--- src/rtl/enc_16x4_seq.sv ---
// Sequential 16-to-4 priority encoder: captures a request vector and streams
// out one index per set bit over a valid/ready handshake.
module enc_16x4_seq #(
  parameter bit LSB_FIRST = 1'b1
) (
  input  logic        clk,
  input  logic        rst_n,
  input  logic [15:0] in_vec,
  input  logic        in_valid,
  output logic        in_ready,
  output logic [3:0]  idx_out,
  output logic [4:0]  cnt_out,
  output logic        zero_out,
  output logic        last_out,
  output logic        out_valid,
  input  logic        out_ready
);

  typedef enum logic {IDLE, EMIT} state_t;

  state_t      state_q, state_d;
  logic [15:0] pend_q, pend_d;
  logic [3:0]  idx_q, idx_d;
  logic [4:0]  cnt_q, cnt_d;
  logic        zero_q, zero_d;
  logic        last_q, last_d;
  logic [15:0] rem;

  function automatic logic [3:0] selIdx(input logic [15:0] v);
    logic [3:0] r;
    r = '0;
    if (LSB_FIRST) begin
      for (int k = 15; k >= 0; k--) begin
        if (v[k]) r = 4'(k);
      end
    end else begin
      for (int k = 0; k < 16; k++) begin
        if (v[k]) r = 4'(k);
      end
    end
    return r;
  endfunction

  function automatic logic [4:0] popCnt(input logic [15:0] v);
    logic [4:0] c;
    c = '0;
    for (int k = 0; k < 16; k++) begin
      c = c + 5'(v[k]);
    end
    return c;
  endfunction

  // The next beat's index and last flag are precomputed so outputs stay registered.
  always_comb begin
    state_d = state_q;
    pend_d  = pend_q;
    idx_d   = idx_q;
    cnt_d   = cnt_q;
    zero_d  = zero_q;
    last_d  = last_q;
    rem     = pend_q & ~(16'd1 << idx_q);
    case (state_q)
      IDLE: begin
        if (in_valid) begin
          pend_d  = in_vec;
          cnt_d   = popCnt(in_vec);
          zero_d  = (in_vec == 16'd0);
          idx_d   = selIdx(in_vec);
          last_d  = (popCnt(in_vec) <= 5'd1);
          state_d = EMIT;
        end
      end
      EMIT: begin
        if (out_ready) begin
          if (last_q) begin
            pend_d  = '0;
            state_d = IDLE;
          end else begin
            pend_d = rem;
            idx_d  = selIdx(rem);
            last_d = (popCnt(rem) == 5'd1);
          end
        end
      end
      default: state_d = IDLE;
    endcase
  end

  always_ff @(posedge clk) begin
    if (!rst_n) begin
      state_q <= IDLE;
      pend_q  <= '0;
      idx_q   <= '0;
      cnt_q   <= '0;
      zero_q  <= 1'b0;
      last_q  <= 1'b0;
    end else begin
      state_q <= state_d;
      pend_q  <= pend_d;
      idx_q   <= idx_d;
      cnt_q   <= cnt_d;
      zero_q  <= zero_d;
      last_q  <= last_d;
    end
  end

  assign in_ready  = (state_q == IDLE);
  assign out_valid = (state_q == EMIT);
  assign idx_out   = idx_q;
  assign cnt_out   = cnt_q;
  assign zero_out  = zero_q;
  assign last_out  = last_q;

endmodule

--- config.mk ---
export PLATFORM = sky130hd
export DESIGN_NAME = enc_16x4_seq
export DESIGN_NICKNAME = d
export VERILOG_FILES = /design/src/rtl/enc_16x4_seq.sv
export SDC_FILE = /design/constraint.sdc
export NUM_CORES = 1
export LEC_CHECK = 0
export ABC_AREA = 1
export BUFFER_PORTS_ARGS = -buffer_cell sky130_fd_sc_hd__clkbuf_2
export CAP_MARGIN = 40
export CORE_MARGIN = 4
export CORE_UTILIZATION = 40
export DETAILED_ROUTE_END_ITERATION = 7
export GPL_ROUTABILITY_DRIVEN = 0
export PLACE_DENSITY = 0.63
export SYNTH_ARGS = -nofsm -noshare
export SYNTH_HDL_FRONTEND = slang
export SYNTH_SLANG_ARGS = --single-unit
--- constraint.sdc ---
create_clock -name clk -period 6.1 [get_ports clk]
set_input_delay 0.305 -clock clk [delete_from_list [all_inputs] [get_ports clk]]
set_output_delay 0.305 -clock clk [all_outputs]
set_load 0.01 [all_outputs]
==> flow_summary.toml, run 1 <==
[global_routing]
grt_pass1_wl_mm = 10.4
grt_max_degree = 24
grt_use_met1_pct = 25.5
grtUsageTotal_pct = 17.7
grt_pass1_vias = 2183
use_met3_pct = 1.26
grtUsageMet2_pct = 28.9
grt_busiest_layer = "met2"
grt_overflow = 0
antenna_found_initial = 0

[critical_path]
endpoint_kind = "flip-flop"
start_kind = "flip-flop"
critPathKind = "flip-flop to flip-flop"
crit_arrival_ns = 4.86
crit_fanout = 13
worstPathRequired_ns = 6.26

[timing]
fmax_ghz = 0.213
worst_slew_pin_slew_ns = 0.574
setup_ws_ns = 1.40
drv_slew = 0
fin_worst_skew_ns = 0.0125
slew-limit-headroom_pct = 61.6
setup_viol = 0
final_hold_viol_count = 0
period_minus_slack_ns = 4.70
min_period_over_period_pct = 77.0
rsz0062_at_grt = "no"
hold_ws_ns = 0.223
tns_ns = 0

[routing]
first_iter_violations = 215
ant_nets = 0
vias = 2272
viasPerCell = 5.11
routedWlPerCell_um = 13.7
wirelength_mm = 6.08
drt_drc_violations_left = 0
dr.pass1.iters = 4

[clocking]
root_buffer = "clkbuf_8"
ctsHoldBuffers = 0
clk_latency_ns = 0.27
cts_made_buffers = 3
ctsHtreeMaxLevel = 1
post_cts_buffers = 0
cts_tree = "done"
cts_sinks = 28
clk_pin_slew_ns = 0.10
cts_buffer_depth = 2
cts_resized = 0

[synthesis]
synthAdderAreaFrac_pct = 22.8
synth_seq_area_share_pct = 23.7
syn-cell-area_mm2 = 0.00236
synth_nets = 394
synth_cell_types = 29
synth_top_family_by_area = "simple AND/OR/NAND/NOR gates"
netlist_instances = 343
ys_ff_latch = 28
synth-compound-area-share_pct = 15.7
synth_warnings = 0
synth-xor-area-share_pct = 0.371
yosys.area_share.simple_pct = 25.7
synthMuxAreaShare_pct = 0
avgSynthCellArea_um2 = 6.88

[cells_and_area]
insertedDiodeCount = 0
post-route-util_pct = 47.4
drive_gt1_share_pct = 12.6
fillers = 611
mostFrequentLayoutCells = "89 x nand2_1, 60 x inv_1, 32 x clkbuf_2"
final_nets = 425
synthToLayoutAreaGrowth_pct = 12.5
final_common_cell = "nand2_1"
final_area_mm2 = 0.00266

[min_path]
hold_path_class = "primary input to flip-flop"

[die]
num_rows = 27
initial_core_util_pct = 42.1
core-area_mm2 = 0.00561
die_h_um = 84.8
ioPinCount = 33
dieArea_mm2 = 0.00720
die_w_um = 84.8

[flow_run]
maxCapViolations = 0

[power_and_ir_drop]
ir_drop_mv = 0.160
p_leak_uw = 0.00132
power_density_mw_per_mm2 = 266

[status]
status = "finished, final reports clean"

[place]
placed_area_mm2 = 0.00260
place_ws_ns = 1.41
dpl.hpwl_mm = 5.11
numPortBuffers = 32
## worst max-delay path, cell delays in order, from the launching register on
cell	delay, ns
dfxtp_1	0.60
inv_1	0.22
a21oi_1	0.23
inv_1	0.12
fa_1	0.58
fa_1	0.44
fa_1	0.49
fa_1	0.49
inv_1	0.04
ha_1	0.20
fa_1	0.43
nor3_1	0.20
nand4_1	0.09
a21oi_1	0.14
nor3_1	0.07
a2111oi_0	0.27
## synth_stat cells
| library cell | count | area (um2) |
|---|---|---|
| nor3_2 | 2 | 20.0 |
| ha_1 | 11 | 138 |
| a2111oi_0 | 1 | 8.76 |
| a21oi_1 | 26 | 130 |
| nand2_1 | 89 | 334 |
| nand4_1 | 6 | 37.5 |
| a41oi_1 | 1 | 8.76 |
| o41ai_2 | 1 | 16.3 |
| inv_2 | 4 | 15.0 |
| nand3_1 | 10 | 50.1 |
| nor2_1 | 28 | 105 |
| fa_1 | 20 | 400 |
| nor3_1 | 7 | 35.0 |
| a221oi_1 | 1 | 8.76 |
| o21ai_0 | 17 | 85.1 |
| nor4_1 | 3 | 18.8 |
| clkinv_1 | 1 | 3.75 |
| xor2_1 | 1 | 8.76 |
| a31oi_1 | 11 | 68.8 |
| o21ai_1 | 2 | 10.0 |
| nor2_2 | 1 | 6.26 |
| inv_1 | 60 | 225 |
| dfxtp_1 | 28 | 561 |
| o21ai_2 | 1 | 8.76 |
| o31ai_1 | 1 | 7.51 |
| a211o_1 | 1 | 8.76 |
| buf_2 | 2 | 10.0 |
| o311ai_0 | 1 | 8.76 |
| clkbuf_1 | 6 | 22.5 |
## sequential cells by signal, summed over array words and instances (netlist names)
signal	count
last_out	1
pend_q	16
out_valid	1
zero_out	1
cnt_out	5
idx_out	4
## layer usage
metal | wire [um] | part of all wire, %
met1 | 2890 | 47
met2 | 2840 | 47
met3 | 284 | 4.7
met4 | 66 | 1.1
met5 | 0 | 0
## cell families (layout without fill, tap and decap cells)
| family | after synthesis | count (layout) |
|---|---|---|
| buf+inv | 73 | 103 |
| xor+xnor | 1 | 1 |
| fa+ha+maj | 31 | 31 |
| flops | 28 | 28 |
| simple gates | 146 | 146 |
| compound gates | 64 | 64 |
## final timing paths
path	from	to	slack, ns	depth (start not counted)
hold / removal	out_ready	out_valid$_SDFF_PN0_	0.22	2
setup / recovery	idx_out[3]$_SDFFE_PN0P_	last_out$_SDFFE_PN0P_	1.40	15
setup reg to reg	idx_out[3]$_SDFFE_PN0P_	last_out$_SDFFE_PN0P_	1.40	15
hold reg to reg	pend_q[1]$_SDFFE_PN0P_	pend_q[1]$_SDFFE_PN0P_	0.47	2
## through the flow
stage                     power (uW)  std cells
final                            706        445
after global routing             783        445
after CTS                        714        445
after detailed placement         599        441
after global placement           593        440
after floorplan                  495        343
## power breakdown
group          switching [uW]  internal [uW]
registers                26.1            205
clock network            57.0           57.7
logic                     217            142
total                     300            405
## final cells by class
class	count	area [um2]	area share [%]
multi-input combinational	242	1520	57.4
sequential	28	561	21.1
inverter	65	244	9.19
timing repair buffer	34	183	6.88
tap	72	90.1	3.39
clock buffer	4	55.1	2.07
No activity file was read; power rests on OpenSTA's default activity.
==> run 2: changes to the inputs <==
==> constraint.sdc (replaced) <==
create_clock -name clk -period 4.65 [get_ports clk]
set_input_delay 0.2325 -clock clk [delete_from_list [all_inputs] [get_ports clk]]
set_output_delay 0.2325 -clock clk [all_outputs]
set_load 0.01 [all_outputs]
==> flow_summary.toml, run 2 (synthesis results as in run 1) <==
[critical_path]
worstPathRequired_ns = 4.82
endpoint_kind = "flip-flop"
start_kind = "flip-flop"
crit_arrival_ns = 4.59
crit_fanout = 7
critPathKind = "flip-flop to flip-flop"
r2r_setup_slack_ns = 0.22

[cells_and_area]
top_register = "pend_q"
drive_gt1_share_pct = 19.8
final_common_cell = "nand2_1"
mostFrequentLayoutCells = "86 x nand2_1, 58 x inv_1, 32 x clkbuf_2"
synthToLayoutAreaGrowth_pct = 21.3
insertedDiodeCount = 0
largest_register_ffs = 16
final_area_mm2 = 0.00286
post-route-util_pct = 51.0
final_nets = 436

[die]
die_h_um = 84.8
num_rows = 27
dieArea_mm2 = 0.00720
ioPinCount = 33
core-area_mm2 = 0.00561
die_w_um = 84.8
initial_core_util_pct = 42.1

[status]
status = "finished, final reports clean"

[clocking]
cts_tree = "done"
cts_sinks = 28
root_buffer = "clkbuf_8"
ctsHtreeMaxLevel = 1
clk_latency_ns = 0.27
cts_made_buffers = 3
clk_pin_slew_ns = 0.10
cts_buffer_depth = 2

[min_path]
hold_path_class = "primary input to flip-flop"

[flow_run]
maxCapViolations = 0

[timing]
fin_worst_skew_ns = 0.00738
fmax_ghz = 0.226
drv_slew = 0
hold_ws_ns = 0.158
final_hold_viol_count = 0
worst_slew_pin_slew_ns = 0.634
period_minus_slack_ns = 4.43
setup_viol = 0
setup_ws_ns = 0.223
tns_ns = 0
slew-limit-headroom_pct = 57.6
min_period_over_period_pct = 95.2

[routing]
drt_drc_violations_left = 0
dr.pass1.iters = 4
viasPerCell = 5.20
wirelength_mm = 6.59
vias = 2373
routedWlPerCell_um = 14.5
ant_nets = 0
first_iter_violations = 326

[global_routing]
grt_pass1_wl_mm = 11.0
grt_max_degree = 24
grt_overflow = 0
grt_pass1_vias = 2341
antenna_found_initial = 0
grtUsageTotal_pct = 18.8

[power_and_ir_drop]
power_density_mw_per_mm2 = 343
ir_drop_mv = 0.252
p_leak_uw = 0.00139

[place]
place_ws_ns = 0.123
dpl.hpwl_mm = 5.25
numPortBuffers = 32
placed_area_mm2 = 0.00262
==> run 2: through the flow <==
stage	std cells	total power [uW]
2_1_floorplan	343	650
3_3_place_gp	442	778
3_5_place_dp	443	788
4_1_cts	447	942
5_1_grt	456	1100
6_report	456	983
==> run 2: area by class of cell <==
class,count,area [um2]
clock buffers,4,55.1
fillers,583,2750
inverters,65,249
multi-input cells,242,1610
flip-flops and latches,28,573
well taps,72,90.1
repair buffers,45,282
==> run 2: worst paths after layout <==
path                              to  depth (start not counted)                    start
min             out_valid$_SDFF_PN0_                          2                out_ready
min reg2reg  cnt_out[3]$_SDFFE_PN0P_                          2  cnt_out[3]$_SDFFE_PN0P_
max            last_out$_SDFFE_PN0P_                         16  idx_out[0]$_SDFFE_PN0P_
max reg2reg    last_out$_SDFFE_PN0P_                         16  idx_out[0]$_SDFFE_PN0P_
==> run 2: power by group <==
part	switching, uW	internal, uW	total, uW
registers	34.2	270	305
logic	315	214	529
clock network	73.1	75.8	149
total	423	560	983
==> run 2: critical path, stage by stage, from the launching register on <==
cell and delay [ns]:
dfxtp_4 0.43, inv_4 0.08, nor3_4 0.23, a21oi_4 0.11
fa_1 0.53, inv_1 0.05, fa_1 0.51, fa_1 0.43
fa_1 0.49, inv_1 0.04, ha_2 0.18, fa_1 0.47
nor3_2 0.16, nand4_1 0.13, a21oi_2 0.13, nor3_1 0.05
a2111oi_1 0.31
==> run 2: per-layer routing <==
| layer | vias to the layer above | GRT usage, % | routed length (um) |
|---|---|---|---|
| met5 | - | 0 | 0 |
| met4 | 0 | 5.18 | 122 |
| met3 | 13 | 1.84 | 358 |
| met2 | 76 | 30.1 | 3080 |
| met1 | 1100 | 27.0 | 3030 |
| li1 | 1184 | - | - |
==> run 2: what timing repair did <==
item	4_1_cts	5_1_grt
gates resized for setup	0	31
endpoints found under the setup margin	0	1
hold buffers	0	0
setup buffers	0	9
